--- config.mk ---
export PLATFORM = sky130hd
export DESIGN_NAME = if_stage
export DESIGN_NICKNAME = d
export VERILOG_FILES = /design/src/rtl/if_stage.sv
export SDC_FILE = /design/constraint.sdc
export NUM_CORES = 1
export LEC_CHECK = 0
export CAP_MARGIN = 20
export CORE_ASPECT_RATIO = 0.8
export CORE_MARGIN = 1
export CORE_UTILIZATION = 42
export CTS_CLUSTER_DIAMETER = 100
export DETAILED_ROUTE_END_ITERATION = 8
export HOLD_SLACK_MARGIN = 0.15
export PLACE_DENSITY = 0.81
export SYNTH_ARGS = -nofsm -noshare
export SYNTH_HDL_FRONTEND = slang
export SYNTH_SLANG_ARGS = --single-unit
export TNS_END_PERCENT = 100
--- constraint.sdc ---
create_clock -name clk -period 10.85 [get_ports clk]
set_clock_uncertainty 0.1 [all_clocks]
set_input_delay 3.255 -clock clk [delete_from_list [all_inputs] [get_ports clk]]
set_output_delay 3.255 -clock clk [all_outputs]
set_load 0.005 [all_outputs]
--- src/rtl/if_stage.sv ---
// Instruction-fetch stage: owns the PC, issues one instruction-memory
// request at a time and captures each returned word, with its PC, into a
// single-entry output register that feeds decode. Redirects from the branch
// and jump logic retarget the PC and squash any fetch still in flight.
//
// state  | meaning
// -------+-----------------------------------------------------------------
// IDLE   | one dead cycle after reset before the first request
// REQ    | request presented whenever the output register can take a word
// WAIT   | request accepted, waiting for the single outstanding response
module if_stage #(
  parameter int unsigned             ADDR_WIDTH = 32,
  parameter int unsigned             INST_WIDTH = 32,
  parameter logic [ADDR_WIDTH-1:0]   RESET_PC   = '0
) (
  input  logic                  clk,
  input  logic                  rst,
  output logic                  imem_req_valid,
  input  logic                  imem_req_ready,
  output logic [ADDR_WIDTH-1:0] imem_req_addr,
  input  logic                  imem_resp_valid,
  input  logic [INST_WIDTH-1:0] imem_resp_inst,
  input  logic                  redirect_valid,
  input  logic [ADDR_WIDTH-1:0] redirect_pc,
  input  logic                  stall,
  output logic                  inst_valid,
  output logic [INST_WIDTH-1:0] inst,
  output logic [ADDR_WIDTH-1:0] inst_pc
);

  typedef enum logic [1:0] {
    S_IDLE = 2'd0,
    S_REQ  = 2'd1,
    S_WAIT = 2'd2
  } state_e;

  state_e                state_q, state_d;
  logic [ADDR_WIDTH-1:0] pc_q, pc_d;
  logic                  drop_q, drop_d;
  logic                  inst_valid_q, inst_valid_d;
  logic [INST_WIDTH-1:0] inst_q, inst_d;
  logic [ADDR_WIDTH-1:0] inst_pc_q, inst_pc_d;

  logic                  slot_free;
  logic                  req_valid;
  logic                  handshake;
  logic [ADDR_WIDTH-1:0] pc_inc;
  logic [ADDR_WIDTH-1:0] redirect_target;
  logic                  redirect_lsb_unused;

  // Redirect targets are word aligned; the two low bits carry no information.
  assign redirect_lsb_unused = ^redirect_pc[1:0];

  // Request-side signals: a request may only go out when the returning word
  // is guaranteed a place in the output register.
  always_comb begin
    slot_free       = !inst_valid_q || !stall;
    req_valid       = (state_q == S_REQ) && slot_free;
    handshake       = req_valid && imem_req_ready;
    pc_inc          = pc_q + ADDR_WIDTH'(4);
    redirect_target = {redirect_pc[ADDR_WIDTH-1:2], 2'b00};
  end

  // Next-state logic for the FSM, PC, drop flag and output register;
  // a redirect overrides whatever the FSM would otherwise do this cycle.
  always_comb begin
    state_d      = state_q;
    pc_d         = pc_q;
    drop_d       = drop_q;
    inst_valid_d = inst_valid_q && stall;
    inst_d       = inst_q;
    inst_pc_d    = inst_pc_q;

    if (redirect_valid) begin
      pc_d         = redirect_target;
      inst_valid_d = 1'b0;
      case (state_q)
        S_IDLE: begin
          state_d = S_REQ;
          drop_d  = 1'b0;
        end
        S_REQ: begin
          // The old address already left with this handshake, so its
          // response must be thrown away when it arrives.
          if (handshake) begin
            state_d = S_WAIT;
            drop_d  = 1'b1;
          end
        end
        S_WAIT: begin
          if (imem_resp_valid) begin
            state_d = S_REQ;
            drop_d  = 1'b0;
          end else begin
            drop_d  = 1'b1;
          end
        end
        default: begin
          state_d = S_IDLE;
          drop_d  = 1'b0;
        end
      endcase
    end else begin
      case (state_q)
        S_IDLE: begin
          state_d = S_REQ;
        end
        S_REQ: begin
          if (handshake) begin
            state_d = S_WAIT;
          end
        end
        S_WAIT: begin
          if (imem_resp_valid) begin
            // With drop set the PC already holds the redirect target.
            if (!drop_q) begin
              inst_d       = imem_resp_inst;
              inst_pc_d    = pc_q;
              inst_valid_d = 1'b1;
              pc_d         = pc_inc;
            end
            drop_d  = 1'b0;
            state_d = S_REQ;
          end
        end
        default: begin
          state_d = S_IDLE;
          drop_d  = 1'b0;
        end
      endcase
    end
  end

  // State registers with asynchronous reset.
  always_ff @(posedge clk or posedge rst) begin
    if (rst) begin
      state_q      <= S_IDLE;
      pc_q         <= RESET_PC;
      drop_q       <= 1'b0;
      inst_valid_q <= 1'b0;
      inst_q       <= '0;
      inst_pc_q    <= '0;
    end else begin
      state_q      <= state_d;
      pc_q         <= pc_d;
      drop_q       <= drop_d;
      inst_valid_q <= inst_valid_d;
      inst_q       <= inst_d;
      inst_pc_q    <= inst_pc_d;
    end
  end

  assign imem_req_valid = req_valid;
  assign imem_req_addr  = pc_q;
  assign inst_valid     = inst_valid_q;
  assign inst           = inst_q;
  assign inst_pc        = inst_pc_q;

endmodule

==> out/results.ini, run 1 <==
[global_routing]
grt.total_usage_pct = 21.9
grt_overflow_total = 0
grt_pass1_wl_um = 18100
grt_max_degree = 62
grt_pass1_vias = 3622
antenna_found_initial = 0

[clock_network]
cts_resized = 0
cts-root-buf = clkbuf_16
cts_inserted_buffers = 9
cts_setup_buffers = 0
clk_latency_ns = 0.34
cts_tree = built
cts.path.max_buffers = 2
clkSinkCount = 96
clk_pin_slew_ns = 0.06
h-tree-depth = 3
cts_hold_buf = 0

[synth]
syn_area_per_cell_sq_um = 11.9
synth_top_area_cell = dfrtp_1
yosys_warnings = 0
synth_edf_count = 0
synth.ff_latch_count = 96
syn-cell-area_sq_um = 4380
synthTopCellsByArea = dfrtp_1 55%, mux2_2 16%, or4_1 3.1%
synth.most_common_cell = dfrtp_1
synthDominantCellAreaShare_pct = 54.8
async_flop_share_pct = 100
synthCells = 368
synth-seq-area-share_pct = 54.8
synth_cell_types = 44
synth_ff_type = dfrtp_1
yosys-top-cells-count = 96 x dfrtp_1, 64 x mux2_2, 28 x nand2_1

[floorplanning]
io-pin-count = 168
rows = 32
start_util_pct = 44.3
die_area_sq_um = 10900
die_height_um = 93.4
coreArea_sq_um = 9890
die_w_um = 116

[route]
drtPass1Iterations = 4
drc = 0
antenna_left = 0
drt-total-wl_um = 11200
vias_per_cell = 5.37
drtIter0Drc = 177
wl_per_cell_um = 17.0
num_vias = 3559

[run]
max-cap-violations = 0

[setup_path]
rr_worst_depth = 6
cpPeakStageDelay_ns = 0.45
arrival_ns = 4.38
cp.depth = 4
crit_fanout = 3
start_kind = input port
critPathBufInv = 2
cp.required_ns = 7.50
critPathMostFrequentCell = clkdlybuf4s50_1
crit_chain = clkdlybuf4s50_1 -> nand2_1 -> and2_1 -> clkdlybuf4s50_1
cp_slowest_cell = clkdlybuf4s50_1
crit_type = input port to output pin
crit_path_end_kind = output pin
crit_family = buffers and inverters

[placement]
port_buffers = 161
gp_congestion = 0.750
hpwl_um = 8040
place_inst = 647

[cells_and_area]
fillers = 770
num_antenna_cells = 0
stdcell_count = 663
layout-drive-gt1-share_pct = 16.7
synthToLayoutAreaGrowth_pct = 46.6
nets = 597

[worst_hold_path]
min_path_type = flip-flop to flip-flop
hold_depth = 1

[power_and_ir_drop]
vdd_drop_max_uv = 139
power_mw = 1.43
power_leakage_nw = 2.58
p_per_area_nw_per_um2 = 223

[timing]
min_period_ns = 7.73
tightest_slew_ns = 0.788
slew_violations = 0
relSlewSlack_pct = 47.5
tns_ns = 0
setup_viol = 0
rsz0062_at_grt = false
post-route-period-util_pct = 71.3
hold_violations = 0
max_freq_mhz = 129

[outcome]
status = finished clean

## layout make-up
type | instances | area, sq um | share of cell area (%)
Sequential cell | 96 | 2400 | 37.4
Tap cell | 136 | 170 | 2.65
Multi-Input combinational cell | 244 | 1860 | 28.9
Timing Repair Buffer | 164 | 1630 | 25.4
Inverter | 7 | 28.8 | 0.448
Clock inverter | 4 | 76.3 | 1.19
Clock buffer | 12 | 256 | 3.99
## state kept, by name, indices dropped and copies added (netlist names)
| name | cells |
|---|---|
| drop_q | 1 |
| imem_req_addr | 30 |
| inst | 32 |
| inst_pc | 30 |
| inst_valid | 1 |
| state_q | 2 |
## metal layers
| metal | global-route usage [%] | wire [um] |
|---|---|---|
| met1 | 27.3 | 4630 |
| met2 | 36.8 | 5680 |
| met3 | 6.68 | 816 |
| met4 | 5.45 | 120 |
| met5 | 0 | 0 |
## path summary, 6_finish.rpt
check	startpoint	end	slack, ns
worst max-delay path	stall	imem_req_valid	3.12
worst min-delay path	inst_pc[14]	inst_pc[14]	0.40
worst max register to register	state_q[0]	imem_req_addr[26]	8.04
worst min register to register	inst_pc[14]	inst_pc[14]	0.40
max in group asynchronous	rst	imem_req_addr[24]	6.30
min in group asynchronous	rst	inst_pc[15]	3.18
## kinds of logic after synthesis
logic type               after synthesis  synth area share [%]
other                                  1                0.0855
AND/OR/NAND/NOR                      109                  14.0
adder cells (fa/ha/maj)                5                  1.43
AO/OA/AOI/OAI                         50                  7.56
multiplexers                          66                  16.9
XOR/XNOR                              10                  2.00
flip-flops                            96                  54.8
buffers and inverters                 31                  3.22
## metrics by stage
step	hold WS [ns]	setup slack, ns	instance area, sq um	util (%)
2_1_floorplan	0.405	4.03	4400	-
3_3_place_gp	0.388	3.13	6090	61.6
3_5_place_dp	0.394	3.11	6090	61.6
4_1_cts	0.409	3.11	6430	65.0
5_1_grt	0.414	3.06	6430	65.0
6_report	0.404	3.12	6430	65.0
## where the power goes
group          internal, mW  switching, mW  total, mW
Combinational         0.354          0.159      0.513
Clock                 0.215          0.131      0.346
Sequential            0.488         0.0832      0.571
Total                  1.06          0.373       1.43
## cell usage in the layout, fill, tap and decap left out, types with 2 or more instances in the layout
cell type	n
xor2_1	4
and2_1	2
dfrtp_1	96
or3_1	2
a21oi_1	4
clkbuf_16	9
inv_1	5
nor2b_1	4
o31ai_1	10
nor2_1	12
and3_1	2
o211ai_1	5
nand4_1	9
conb_1	4
buf_4	3
nor3_1	4
o21ai_0	13
mux2_2	64
bufinv_16	2
and4_1	4
a31oi_1	9
clkbuf_8	2
a22o_1	2
mux2i_1	2
xnor2_1	6
clkdlybuf4s50_1	161
nand2_1	28
ha_1	5
or4_1	18
nand3_1	17
(Power assumes the default switching activity.)
==> run 2: changes to the inputs <==
==> constraint.sdc (replaced) <==
create_clock -name clk -period 7.2 [get_ports clk]
set_clock_uncertainty 0.1 [all_clocks]
set_input_delay 2.16 -clock clk [delete_from_list [all_inputs] [get_ports clk]]
set_output_delay 2.16 -clock clk [all_outputs]
set_load 0.005 [all_outputs]
==> out/results.ini, run 2 (synthesis gave the netlist of run 1 again) <==
[timing]
rsz0062_at_grt = false  ; unchanged
relSlewSlack_pct = 46.5  ; was 47.5%
hold_violations = 0  ; unchanged
slew_violations = 0  ; unchanged
tns_ns = 0  ; unchanged
max_freq_mhz = 181
tightest_slew_ns = 0.802  ; was 0.788 ns
hold_slack_ns = 0.404  ; about the same
post-route-period-util_pct = 76.7
min_period_ns = 5.52
setup_viol = 0  ; unchanged

[route]
wl_per_cell_um = 16.7  ; was 17.0 um
drtPass1Iterations = 4  ; unchanged
num_vias = 3517  ; was 3559
vias_per_cell = 5.30  ; was 5.37
antenna_left = 0  ; unchanged
drc = 0  ; unchanged
drtIter0Drc = 127  ; was 177
drt-total-wl_um = 11100  ; was 11200 um

[setup_path]
arrival_ns = 3.26  ; was 4.38 ns
cpPeakStageDelay_ns = 0.45  ; about the same
cp_slowest_cell = clkdlybuf4s50_1  ; unchanged
start_kind = input port  ; unchanged
crit_type = input port to output pin  ; unchanged
crit_fanout = 3  ; unchanged
crit_family = buffers and inverters  ; unchanged
cp.required_ns = 4.94  ; was 7.50 ns
crit_chain = clkdlybuf4s50_1 -> nand2_1 -> and2_1 -> clkdlybuf4s50_1  ; unchanged
crit_path_end_kind = output pin  ; unchanged
critPathBufInv = 2  ; unchanged
critPathMostFrequentCell = clkdlybuf4s50_1  ; unchanged

[cells_and_area]
layout_common_cells = 161 x clkdlybuf4s50_1, 96 x dfrtp_1, 64 x mux2_2  ; unchanged
fillers = 810  ; was 770
stdcell_count = 663  ; unchanged
layout-drive-gt1-share_pct = 16.5  ; was 16.7%
synthToLayoutAreaGrowth_pct = 46.2  ; was 46.6%
nets = 598  ; was 597
num_antenna_cells = 0  ; unchanged
layout_commonest_cell = clkdlybuf4s50_1  ; unchanged
largest_reg_flops = 32  ; unchanged
fin_area_sq_um = 6410  ; was 6430 sq um

[floorplanning]
die_area_sq_um = 10900  ; unchanged
die_height_um = 93.4  ; unchanged
start_util_pct = 44.3  ; unchanged
io-pin-count = 168  ; unchanged
die_w_um = 116  ; unchanged
rows = 32  ; unchanged
coreArea_sq_um = 9890  ; unchanged

[power_and_ir_drop]
seq_power_share_pct = 41.0  ; was 39.9%
power_mw = 2.10  ; was 1.43 mW
vdd_drop_max_uv = 190  ; was 139 uV
p_per_area_nw_per_um2 = 328  ; was 223 nW/um^2
power_leakage_nw = 2.57  ; was 2.58 nW
p_int_mw = 1.55  ; was 1.06 mW
pwr-share-comb_pct = 36.8  ; was 35.9%
clkPwrFrac_pct = 22.2  ; was 24.2%
p_sw_share_pct = 26.3  ; was 26.1%
p_sw_mw = 0.552  ; was 0.373 mW

[run]
max-cap-violations = 0  ; unchanged

[clock_network]
cts_inserted_buffers = 9  ; unchanged
h-tree-depth = 3  ; unchanged
cts_setup_buffers = 0  ; unchanged
cts_resized = 0  ; unchanged
cts.path.max_buffers = 2  ; unchanged
cts_hold_buf = 0  ; unchanged
clk_latency_ns = 0.33  ; was 0.34 ns
clk_pin_slew_ns = 0.06  ; about the same
cts-root-buf = clkbuf_16  ; unchanged
clkSinkCount = 96  ; unchanged
cts_tree = built  ; unchanged

[global_routing]
grt_pass1_wl_um = 17500  ; was 18100 um
grt_pass1_vias = 3495  ; was 3622
grt_overflow_total = 0  ; unchanged
grt_max_degree = 64  ; was 62
grt.total_usage_pct = 21.1  ; was 21.9%
antenna_found_initial = 0  ; unchanged

[placement]
hpwl_um = 8030  ; was 8040 um
post_dp_cell_area_sq_um = 6120  ; was 6090 sq um
gp_congestion = 0.770  ; was 0.750
port_buffers = 161  ; unchanged
place_inst = 648  ; was 647

[worst_hold_path]
min_path_type = flip-flop to flip-flop  ; unchanged

[outcome]
status = finished clean  ; unchanged

run 2: cell types whose count changed in the layout (fill, tap and decap cells not counted), sizes merged:
| cell | change |
|---|---|
| bufinv | -1 |
| buf | +1 |
run 2: path summary, 6_finish.rpt:
| path | startpoint | to | slack (ns) | cells after the start |
|---|---|---|---|---|
| worst max-delay path | stall | imem_req_valid | 1.68 | 4 |
| worst min-delay path | inst[30] | inst[30] | 0.40 | 1 |
| worst max register to register | state_q[0] | imem_req_addr[26] | 4.38 | 6 |
| worst min register to register | inst[30] | inst[30] | 0.40 | 1 |
| max in group asynchronous | rst | imem_req_addr[24] | 3.74 | 3 |
| min in group asynchronous | rst | inst_pc[15] | 2.08 | 2 |
run 2: layout make-up:
cell class / instances / area [sq um] / share of cell area, %
clock buffers: 12 / 246 / 3.84
clock inverters: 3 / 42.5 / 0.664
inverters: 7 / 28.8 / 0.449
multi-input cells: 244 / 1860 / 29.0
flip-flops and latches: 96 / 2400 / 37.5
well taps: 136 / 170 / 2.65
repair buffers: 165 / 1660 / 25.9
run 2: through the flow:
| stage | setup WS, ns | utilization [%] |
|---|---|---|
| after floorplan | 2.43 | - |
| after global placement | 1.66 | 61.6 |
| after detailed placement | 1.67 | 61.9 |
| after CTS | 1.67 | 64.8 |
| after global routing | 1.60 | 64.8 |
| final | 1.68 | 64.8 |
run 2: metal layers:
layer  vias to the layer above  share of wire, %  global-route usage, %
met5                         -                 0                      0
met4                         0              0.55                   5.34
met3                         8               6.5                   6.29
met2                       109                51                   35.5
met1                      1746                42                   26.5
li1                       1654                 -                      -
run 2: power groups by stage:
stage               Combinational, mW  Sequential (mW)  Clock, mW
CTS                             0.786            0.864      0.481
finish                          0.772            0.861      0.467
global route                    0.833            0.888      0.500
global placement                0.754            0.854          0
detailed placement              0.781            0.871          0
floorplan                       0.282            0.868          0
==> run 3: changes to the inputs <==
--- a/config.mk
+++ b/config.mk
@@ -8,7 +8,7 @@
 export CAP_MARGIN = 20
 export CORE_ASPECT_RATIO = 0.8
 export CORE_MARGIN = 1
-export CORE_UTILIZATION = 42
+export CORE_UTILIZATION = 40
 export CTS_CLUSTER_DIAMETER = 100
 export DETAILED_ROUTE_END_ITERATION = 8
 export HOLD_SLACK_MARGIN = 0.15
==> constraint.sdc (replaced) <==
create_clock -name clk -period 5.05 [get_ports clk]
set_clock_uncertainty 0.1 [all_clocks]
set_input_delay 1.515 -clock clk [delete_from_list [all_inputs] [get_ports clk]]
set_output_delay 1.515 -clock clk [all_outputs]
set_load 0.005 [all_outputs]
==> out/results.ini, run 3 (synthesis gave the netlist of run 1 again) <==
[floorplanning]
die_w_um = 119  ; was 116 um
rows = 33  ; was 32
coreArea_sq_um = 10400  ; was 9890 sq um
die_area_sq_um = 11400  ; was 10900 sq um
start_util_pct = 42.0  ; was 44.3%
die_height_um = 95.6  ; was 93.4 um
io-pin-count = 168  ; unchanged

[cells_and_area]
final-seq-area_sq_um = 2400  ; unchanged
fillers = 852  ; was 810
multi_input_area_sq_um = 1860  ; unchanged
num_antenna_cells = 0  ; unchanged
final_util_pct = 61.6  ; was 64.8%
layout-drive-gt1-share_pct = 16.9  ; was 16.5%
layout_common_cells = 161 x clkdlybuf4s50_1, 96 x dfrtp_1, 64 x mux2_2  ; unchanged
layout_commonest_cell = clkdlybuf4s50_1  ; unchanged
nets = 599  ; was 598
largest_reg_flops = 32  ; unchanged
synthToLayoutAreaGrowth_pct = 46.8  ; was 46.2%

[setup_path]
rrSetupSlack_ns = 2.27  ; was 4.38 ns
crit_type = input port to output pin  ; unchanged
r2r_end = imem_req_addr[20]  ; was imem_req_addr[26]
crit_path_end_kind = output pin  ; unchanged
cp.required_ns = 3.44  ; was 4.94 ns
crit_fanout = 3  ; unchanged
r2r_start = state_q[0]  ; unchanged
rr_worst_depth = 6  ; unchanged
start_kind = input port  ; unchanged
arrival_ns = 2.64  ; was 3.26 ns

[placement]
hpwl_um = 7750  ; was 8030 um
port_buffers = 161  ; unchanged
gp_congestion = 0.784  ; was 0.770
pre_cts_slack_ns = 0.796  ; was 1.67 ns

[clock_network]
cts-root-buf = clkbuf_16  ; unchanged
h-tree-depth = 3  ; unchanged
cts_resized = 0  ; unchanged
cts_hold_buf = 0  ; unchanged
clk_pin_slew_ns = 0.06  ; about the same
clk_latency_ns = 0.34  ; was 0.33 ns
cts.path.max_buffers = 2  ; unchanged
cts_setup_buffers = 0  ; unchanged
cts_inserted_buffers = 9  ; unchanged
clkSinkCount = 96  ; unchanged
cts_tree = built  ; unchanged

[timing]
setup_viol = 0  ; unchanged
fin_ws_ns = 0.796  ; was 1.68 ns
tightest_slew_ns = 0.790  ; was 0.802 ns
rsz0062_at_grt = false  ; unchanged
tns_ns = 0  ; unchanged
hold_violations = 0  ; unchanged
slew_violations = 0  ; unchanged
max_freq_mhz = 235
relSlewSlack_pct = 47.3  ; was 46.5%
post-route-period-util_pct = 84.2
hold_slack_ns = 0.403  ; was 0.404 ns
min_period_ns = 4.25

[global_routing]
grt.total_usage_pct = 19.0  ; was 21.1%
grt_max_degree = 66  ; was 64
grt_overflow_total = 0  ; unchanged
antenna_found_initial = 0  ; unchanged
grt_pass1_wl_um = 17000  ; was 17500 um
grt_pass1_vias = 3407  ; was 3495

[outcome]
status = finished clean  ; unchanged

[route]
drt-total-wl_um = 10700  ; was 11100 um
wl_per_cell_um = 16.1  ; was 16.7 um
drc = 0  ; unchanged
drtPass1Iterations = 4  ; unchanged
vias_per_cell = 5.27  ; was 5.30
antenna_left = 0  ; unchanged
num_vias = 3523  ; was 3517
drtIter0Drc = 152  ; was 127

[power_and_ir_drop]
power_leakage_nw = 2.59  ; was 2.57 nW
vdd_drop_max_uv = 235  ; was 190 uV
power_mw = 3.05  ; was 2.10 mW
p_per_area_nw_per_um2 = 473  ; was 328 nW/um^2

[worst_hold_path]
hold_depth = 1  ; unchanged
hp-start = inst[23]  ; was inst[30]
holdPathEnd = inst[23]  ; was inst[30]
min_path_type = flip-flop to flip-flop  ; unchanged

[run]
max-cap-violations = 0  ; unchanged

==> run 3: cell count changes in the layout (fill, tap and decap cells not counted) <==
cell / before / now
clkinvlp_4: 1 / 0
bufinv_16: 1 / 2
clkbuf_1: 2 / 1
clkbuf_8: 1 / 2
buf_4: 3 / 5
buf_16: 1 / 0
==> run 3: how the worst max path moves through the flow <==
| stage | from | endpoint | cells after the start |
|---|---|---|---|
| after floorplan | rst | drop_q | 1 |
| after global placement | stall | imem_req_valid | 4 |
| after detailed placement | stall | imem_req_valid | 4 |
| after CTS | stall | imem_req_valid | 4 |
| after global routing | stall | imem_req_valid | 4 |
| final | stall | imem_req_valid | 4 |
==> run 3: final cells by class <==
class / instances / share of cell area (%)
sequential: 96 / 37.3
multi-input combinational: 244 / 28.9
timing repair buffer: 166 / 25.6
clock buffer: 12 / 3.99
tap: 140 / 2.72
clock inverter: 3 / 1.01
inverter: 7 / 0.447
==> run 3: stage by stage <==
stage,cells,instance area (sq um)
5_1_grt,668,6440
3_5_place_dp,653,6110
4_1_cts,668,6440
6_report,668,6440
3_3_place_gp,653,6110
2_1_floorplan,371,4400
==> run 3: critical path, cell delays in order <==
cell,delay [ns]
clkdlybuf4s50_1,0.46
nand2_1,0.08
and2_1,0.16
clkdlybuf4s50_1,0.43
==> run 3: power by group <==
part           switching [mW]  internal (mW)
Combinational           0.332          0.763
Sequential              0.172           1.05
Clock                   0.273          0.458
Total                   0.777           2.27
==> run 3: layer usage <==
metal  vias to the layer above  global-route usage [%]  share of wire [%]  wire [um]
li1                       1661                       -                  -          -
met1                      1742                    25.3                 45       4880
met2                       106                    30.9                 48       5180
met3                        14                    4.72                5.1        543
met4                         0                    5.80                1.3        142
met5                         -                       0                  0          0
